[src/rtl/seq_sub_pkg.sv]
// ----------------------------------------------------------------------------
// seq_sub_pkg
// Shared definitions for the multi-cycle subtractor seq_sub32:
//   - state_t    : controller states IDLE / CALC / DONE
//   - SLICE_W    : width of the shared ripple-borrow slice (16 bits)
//   - cnt_width(): slice-counter width for a given operand width, never below 1
// ----------------------------------------------------------------------------
package seq_sub_pkg;

    typedef enum logic [1:0] {
        IDLE = 2'd0,
        CALC = 2'd1,
        DONE = 2'd2
    } state_t;

    localparam int SLICE_W = 16;

    // A single-slice configuration still needs a 1-bit counter so the
    // register and its comparisons stay well formed.
    function automatic int cnt_width(input int width);
        int w;
        w = $clog2(width / SLICE_W);
        return (w < 1) ? 1 : w;
    endfunction

endpackage : seq_sub_pkg

[src/rtl/sub16.sv]
// ----------------------------------------------------------------------------
// sub16
// Purely combinational 16-bit ripple-borrow subtractor slice:
//   diff = a - b - bin (mod 2^16), bout = borrow out of the top bit.
// Ports:
//   a    [15:0] in  : minuend slice
//   b    [15:0] in  : subtrahend slice
//   bin         in  : borrow in from the lower slice
//   diff [15:0] out : slice difference
//   bout        out : borrow out to the next slice
// ----------------------------------------------------------------------------
module sub16
    import seq_sub_pkg::*;
(
    input  logic [SLICE_W-1:0] a,
    input  logic [SLICE_W-1:0] b,
    input  logic               bin,
    output logic [SLICE_W-1:0] diff,
    output logic               bout
);

    // chain[i] is the borrow into bit i; chain[SLICE_W] leaves the slice.
    logic [SLICE_W:0] chain;

    assign chain[0] = bin;

    generate
        for (genvar gi = 0; gi < SLICE_W; gi++) begin : g_fs
            assign diff[gi]      = a[gi] ^ b[gi] ^ chain[gi];
            assign chain[gi + 1] = (~a[gi] & b[gi]) | (~(a[gi] ^ b[gi]) & chain[gi]);
        end
    endgenerate

    assign bout = chain[SLICE_W];

endmodule : sub16

[src/rtl/seq_sub32.sv]
// ----------------------------------------------------------------------------
// seq_sub32
// Multi-cycle two's-complement subtractor: diff = a - b, one 16-bit slice per
// clock through a single shared sub16. Operands are registered on accept and
// results are held until the consumer takes them.
// Ports:
//   clk                 in  : clock
//   rst                 in  : synchronous active-high reset
//   in_valid / in_ready     : operand handshake (in_ready high only in IDLE)
//   a, b     [WIDTH-1:0] in : minuend / subtrahend
//   out_valid / out_ready   : result handshake (out_valid high only in DONE)
//   diff     [WIDTH-1:0] out: a - b mod 2^WIDTH
//   borrow              out : 1 iff a < b unsigned
//   overflow            out : signed overflow
//   zero                out : diff == 0
// ----------------------------------------------------------------------------
module seq_sub32
    import seq_sub_pkg::*;
#(
    parameter int WIDTH = 32
) (
    input  logic             clk,
    input  logic             rst,
    input  logic             in_valid,
    output logic             in_ready,
    input  logic [WIDTH-1:0] a,
    input  logic [WIDTH-1:0] b,
    output logic             out_valid,
    input  logic             out_ready,
    output logic [WIDTH-1:0] diff,
    output logic             borrow,
    output logic             overflow,
    output logic             zero
);

    localparam int N     = WIDTH / SLICE_W;
    localparam int CNT_W = cnt_width(WIDTH);
    localparam int MSB   = WIDTH - 1;
    localparam logic [CNT_W-1:0] LAST = CNT_W'(N - 1);

    state_t           state_q, state_d;
    logic [CNT_W-1:0] cnt_q, cnt_d;
    logic [WIDTH-1:0] a_q, a_d;
    logic [WIDTH-1:0] b_q, b_d;
    logic [WIDTH-1:0] diff_q, diff_d;
    logic             borrow_q, borrow_d;
    logic             ovf_q, ovf_d;
    logic             zero_q, zero_d;

    // Registered operands split into slices so the shared slice can be
    // muxed by the counter.
    logic [SLICE_W-1:0] a_sl [N];
    logic [SLICE_W-1:0] b_sl [N];

    generate
        for (genvar gi = 0; gi < N; gi++) begin : g_slices
            assign a_sl[gi] = a_q[gi*SLICE_W +: SLICE_W];
            assign b_sl[gi] = b_q[gi*SLICE_W +: SLICE_W];
        end
    endgenerate

    logic [SLICE_W-1:0] sl_diff;
    logic               sl_bout;

    sub16 u_slice (
        .a    (a_sl[cnt_q]),
        .b    (b_sl[cnt_q]),
        .bin  (borrow_q),
        .diff (sl_diff),
        .bout (sl_bout)
    );

    always_comb begin
        state_d  = state_q;
        cnt_d    = cnt_q;
        a_d      = a_q;
        b_d      = b_q;
        diff_d   = diff_q;
        borrow_d = borrow_q;
        ovf_d    = ovf_q;
        zero_d   = zero_q;

        case (state_q)
            IDLE: begin
                if (in_valid) begin
                    a_d      = a;
                    b_d      = b;
                    cnt_d    = '0;
                    borrow_d = 1'b0;
                    state_d  = CALC;
                end
            end

            CALC: begin
                for (int i = 0; i < N; i++) begin
                    if (cnt_q == CNT_W'(i)) begin
                        diff_d[i*SLICE_W +: SLICE_W] = sl_diff;
                    end
                end
                borrow_d = sl_bout;
                cnt_d    = cnt_q + 1'b1;
                if (cnt_q == LAST) begin
                    state_d = DONE;
                    // Flags are taken from the completed difference so they
                    // are registered together with the last slice.
                    ovf_d  = (a_q[MSB] != b_q[MSB]) && (diff_d[MSB] != a_q[MSB]);
                    zero_d = (diff_d == '0);
                end
            end

            DONE: begin
                if (out_ready) begin
                    state_d = IDLE;
                end
            end

            default: state_d = IDLE;
        endcase
    end

    always_ff @(posedge clk) begin
        if (rst) begin
            state_q  <= IDLE;
            cnt_q    <= '0;
            a_q      <= '0;
            b_q      <= '0;
            diff_q   <= '0;
            borrow_q <= 1'b0;
            ovf_q    <= 1'b0;
            zero_q   <= 1'b0;
        end else begin
            state_q  <= state_d;
            cnt_q    <= cnt_d;
            a_q      <= a_d;
            b_q      <= b_d;
            diff_q   <= diff_d;
            borrow_q <= borrow_d;
            ovf_q    <= ovf_d;
            zero_q   <= zero_d;
        end
    end

    // Handshake outputs decode the state register only, so neither depends
    // combinationally on in_valid or out_ready.
    assign in_ready  = (state_q == IDLE);
    assign out_valid = (state_q == DONE);
    assign diff      = diff_q;
    assign borrow    = borrow_q;
    assign overflow  = ovf_q;
    assign zero      = zero_q;

endmodule : seq_sub32

[config.mk]
export PLATFORM = sky130hd
export DESIGN_NAME = seq_sub32
export DESIGN_NICKNAME = d
export VERILOG_FILES = /design/src/rtl/seq_sub_pkg.sv /design/src/rtl/sub16.sv /design/src/rtl/seq_sub32.sv
export SDC_FILE = /design/constraint.sdc
export NUM_CORES = 1
export LEC_CHECK = 0
export BUFFER_PORTS_ARGS = -buffer_cell sky130_fd_sc_hd__buf_2
export CORE_MARGIN = 2
export CORE_UTILIZATION = 35
export CTS_CLUSTER_DIAMETER = 60
export DETAILED_ROUTE_END_ITERATION = 8
export GPL_TIMING_DRIVEN = 0
export HOLD_SLACK_MARGIN = 0.15
export PLACE_DENSITY = 0.54
export SLEW_MARGIN = 10
export SYNTH_ARGS = -nofsm -noshare
export SYNTH_HDL_FRONTEND = slang
export SYNTH_SLANG_ARGS = --single-unit
[constraint.sdc]
create_clock -name clk -period 8.9 [get_ports clk]
set_clock_uncertainty 0.2 [all_clocks]
set_input_delay 2.225 -clock clk [delete_from_list [all_inputs] [get_ports clk]]
set_output_delay 2.225 -clock clk [all_outputs]
set_load 0.1 [all_outputs]
==> results.txt <==
----------------------------------------------------
[Yosys]
  Mapped Cells ... 480
  Primary flip-flop cell chosen by synthesis mapping ... sky130_fd_sc_hd__dfxtp_1
  Cell area after synthesis ... about 4400 um^2
  Syn Area/Cell ... a little over 9 um^2
  Total nets after synthesis ... around 560
  Share of async-settable or async-resettable flops after synthesis ... 0%
  YS warnings ... 0
  Sequential-to-total area share from yosys stat ... around 46%
  Number of synthesized flops with an enable pin ... 0
  Synth Register Bits ... 102
  Number of library cell types mapped by synthesis ... 31

[Clocking]
  Clock Sink Count ... approximately 100
  Clock slew at the register clock pins of the worst setup and hold paths ... 70 ps
  Clock insertion delay at the later pin of the skew report ... roughly 340 ps
  Longest Clk Path Bufs ... 2
  Count of cells resized by post-cts repair ... 0
  Buffer count from post-CTS setup fixing ... 0
  Clock buffer count from CTS ... 9
  Clock tree from TritonCTS ... yes
  CTS H-tree lvls ... 3
  Master cell of the clock root buffer ... sky130_fd_sc_hd__clkbuf_16
  CTS hold repair buffers ... 0

[Detailed routing]
  Post-DR wirelength/cell ... around 16 um
  Count of unresolved DRC violations after routing ... 0
  1st-iter DRT viols ... between 200 and 250
  Remaining antenna violation count ... 0
  Per-cell via count in the routed design ... between 4 and 5
  Via total after detailed routing ... ~3,600
  Final WL ... roughly 12,000 um
  DR pass1 iterations ... 4

[Finish]
  Multi-input combinational cell area ... between 2000 and 2500 um^2
  Layout overhead on the synthesized area ... 23.5%
  Post-layout instance area ... roughly 5500 um^2
  Antenna cell count ... 0
  Count of filler cells inserted in the layout ... 1,288
  Layout Nets ... just under 700
  Most used cells in the layout excluding fill and tap cells ... sky130_fd_sc_hd__nand2_1, sky130_fd_sc_hd__buf_2, sky130_fd_sc_hd__dfxtp_1
  Area taken by flip-flops and latches ... slightly above 2000 um^2
  Layout cell share with drive strength beyond 1 ... ~30%
  Commonest non-fill, non-tap cell in the layout ... sky130_fd_sc_hd__nand2_1

[Setup path]
  Worst Setup End Kind ... flop
  Critical path fanouts, max ... 10
  Signal arrival time at the worst endpoint ... between 8000 and 9000 ps
  Worst setup path category ... reg2reg
  Data required, critical path ... 8940 ps
  Element type at the critical path start ... flop

[STA]
  Final hold vios ... 0
  Setup Viol. Count Final ... 0
  Worst-Margin Slew ... roughly 690 ps
  Maximum clock rate ... about 120 MHz
  Number of slew-limit violations in the final report ... 0
  Sum Neg Setup Slack ... 0 ps
  Share of the clock period used by the worst path after layout ... about 96%
  Slew headroom ... 54.2%
  RSZ-0062 raised after global routing ... false
  Shortest period the worst path allows ... 8510 ps

[Floorplanning]
  Die Footprint ... 13,600 um^2
  Standard cell core area ... 12,500 um^2
  # rows ... 41
  Effective utilization at floorplan ... about 35%
  I/O Pins ... 105
  Horiz. Die Dim ... between 100 and 150 um
  Chip Height ... around 120 um

[Global route]
  Initial antenna violation count ... 0
  Met1 Usage GRT ... approximately 25%
  Routing usage on met3 ... roughly 2.8%
  Wire length of the first global-routing pass ... 18,700 um
  Via count of the first global-routing pass ... between 3,000 and 4,000
  Remaining global-route overflow ... 0
  Global Route Usage Sum ... 18.5%
  Most utilized layer in the global route result ... met2
  Global routing usage on met2 ... 30.5%
  Largest net degree at the start of global routing ... 18

[Run status]
  Result of the run ... completed

[Power and ir drop]
  Worst IR drop on VDD ... about 0.1 mV
  Proportion of power drawn by combinational gates ... 28.8%
  Leakage Power ... 2.23 nW
  Switching power ... around 0.00045 W
  Switching Share ... around a third
  Clock group share of total power ... a little under a third
  Part of the power in registers ... just under 40%
  Design internal power ... around 0.00084 W
  Pwr Density ... about 230 nW/um^2

[Placed design]
  Post-detail-place hpwl ... approximately 9500 um
  Global placer's final weighted congestion ... approximately 0.84
  Total of buffers placed on input and output ports ... around 100
  Cell area reported after detailed placement ... just over 5000 um^2

[Job]
  Max-capacitance violation count ... 0

[Min path]
  Worst hold path class ... reg2reg

----------------------------------------------------
[synthesized netlist by cell type, drive strengths merged (2+ instances only)]
cell type | number | share of area, %
inv | 4 | 0.34
or3b | 3 | 0.59
nor3b | 2 | 0.70
buf | 25 | 4.6
dfxtp | 102 | 46
and3b | 2 | 0.39
nand4 | 2 | 0.28
a21oi | 66 | 7.4
clkbuf | 12 | 1.0
nand2 | 129 | 11
mux2 | 16 | 4.1
mux2i | 18 | 4.1
nor4b | 2 | 0.39
a211oi | 30 | 6.5
nor4 | 2 | 0.28
nor2 | 40 | 3.6
fa | 16 | 7.2
and4 | 2 | 0.39
[worst paths after layout]
check	end	slack, ps	depth (start not counted)	from
worst max-delay path	overflow	390	22	cnt_q
worst min-delay path	b_q[28]	250	2	b_q[28]
worst max register to register	overflow	390	22	cnt_q
worst min register to register	b_q[28]	250	2	b_q[28]
[registers in the layout, summed over array words and instances (netlist names)]
name      count
zero          1
state_q       2
borrow        1
diff         32
overflow      1
a_q          32
cnt_q         1
b_q          32
[cell type report]
| cell class | count | area share, % |
|---|---|---|
| Clock inverter | 6 | 1.28 |
| Buffer | 37 | 4.52 |
| Clock buffer | 10 | 4.36 |
| Tap cell | 172 | 3.92 |
| Timing Repair Buffer | 104 | 9.49 |
| Multi-Input combinational cell | 337 | 38.9 |
| Sequential cell | 102 | 37.2 |
| Inverter | 4 | 0.274 |
[power by group through the flow]
stage	clock network [W]	registers, W	logic (W)
floorplan	0	0.000604	0.000178
global placement	0	0.000520	0.000366
detailed placement	0	0.000521	0.000370
CTS	0.000412	0.000510	0.000370
global route	0.000431	0.000514	0.000395
finish	0.000404	0.000510	0.000369
[stage by stage]
step | hold slack, ps | util, % | total power, W | instances | setup WS (ps)
after detailed placement | 245 | 41.3 | 0.000891 | 756 | 397
final | 255 | 43.8 | 0.00128 | 772 | 393
after global placement | 243 | 41.3 | 0.000886 | 756 | 500
after floorplan | 233 | - | 0.000782 | 480 | 954
after CTS | 256 | 43.8 | 0.00129 | 772 | 361
after global routing | 273 | 43.8 | 0.00134 | 772 | 61.4
[kinds of logic after synthesis]
family                     share of synthesized area [%]
and+or+nand+nor                                     18.0
AOI/OAI and AO/OA                                   14.7
muxes                                               8.12
buffers and inverters                               5.92
DFF                                                 46.0
adders and majority gates                           7.22
[layer usage]
layer	up-vias	routed length [um]
li1	1844	-
met1	1715	5760
met2	83	5710
met3	6	505
met4	0	105
met5	-	0
[critical path, cell delays in order, from the launching register on]
cell and delay, ps:
sky130_fd_sc_hd__dfxtp_1 300, sky130_fd_sc_hd__buf_2 210, sky130_fd_sc_hd__buf_2 350, sky130_fd_sc_hd__mux2i_1 280
sky130_fd_sc_hd__fa_1 190, sky130_fd_sc_hd__inv_1 50, sky130_fd_sc_hd__fa_1 370, sky130_fd_sc_hd__fa_1 390
sky130_fd_sc_hd__fa_1 400, sky130_fd_sc_hd__fa_1 400, sky130_fd_sc_hd__fa_1 390, sky130_fd_sc_hd__fa_1 390
sky130_fd_sc_hd__fa_1 390, sky130_fd_sc_hd__fa_1 380, sky130_fd_sc_hd__fa_1 390, sky130_fd_sc_hd__fa_1 390
sky130_fd_sc_hd__fa_1 390, sky130_fd_sc_hd__fa_1 400, sky130_fd_sc_hd__fa_1 410, sky130_fd_sc_hd__fa_1 430
sky130_fd_sc_hd__fa_1 540, sky130_fd_sc_hd__or3b_2 470, sky130_fd_sc_hd__a311oi_1 280
Power figures use the tool's default switching activity.
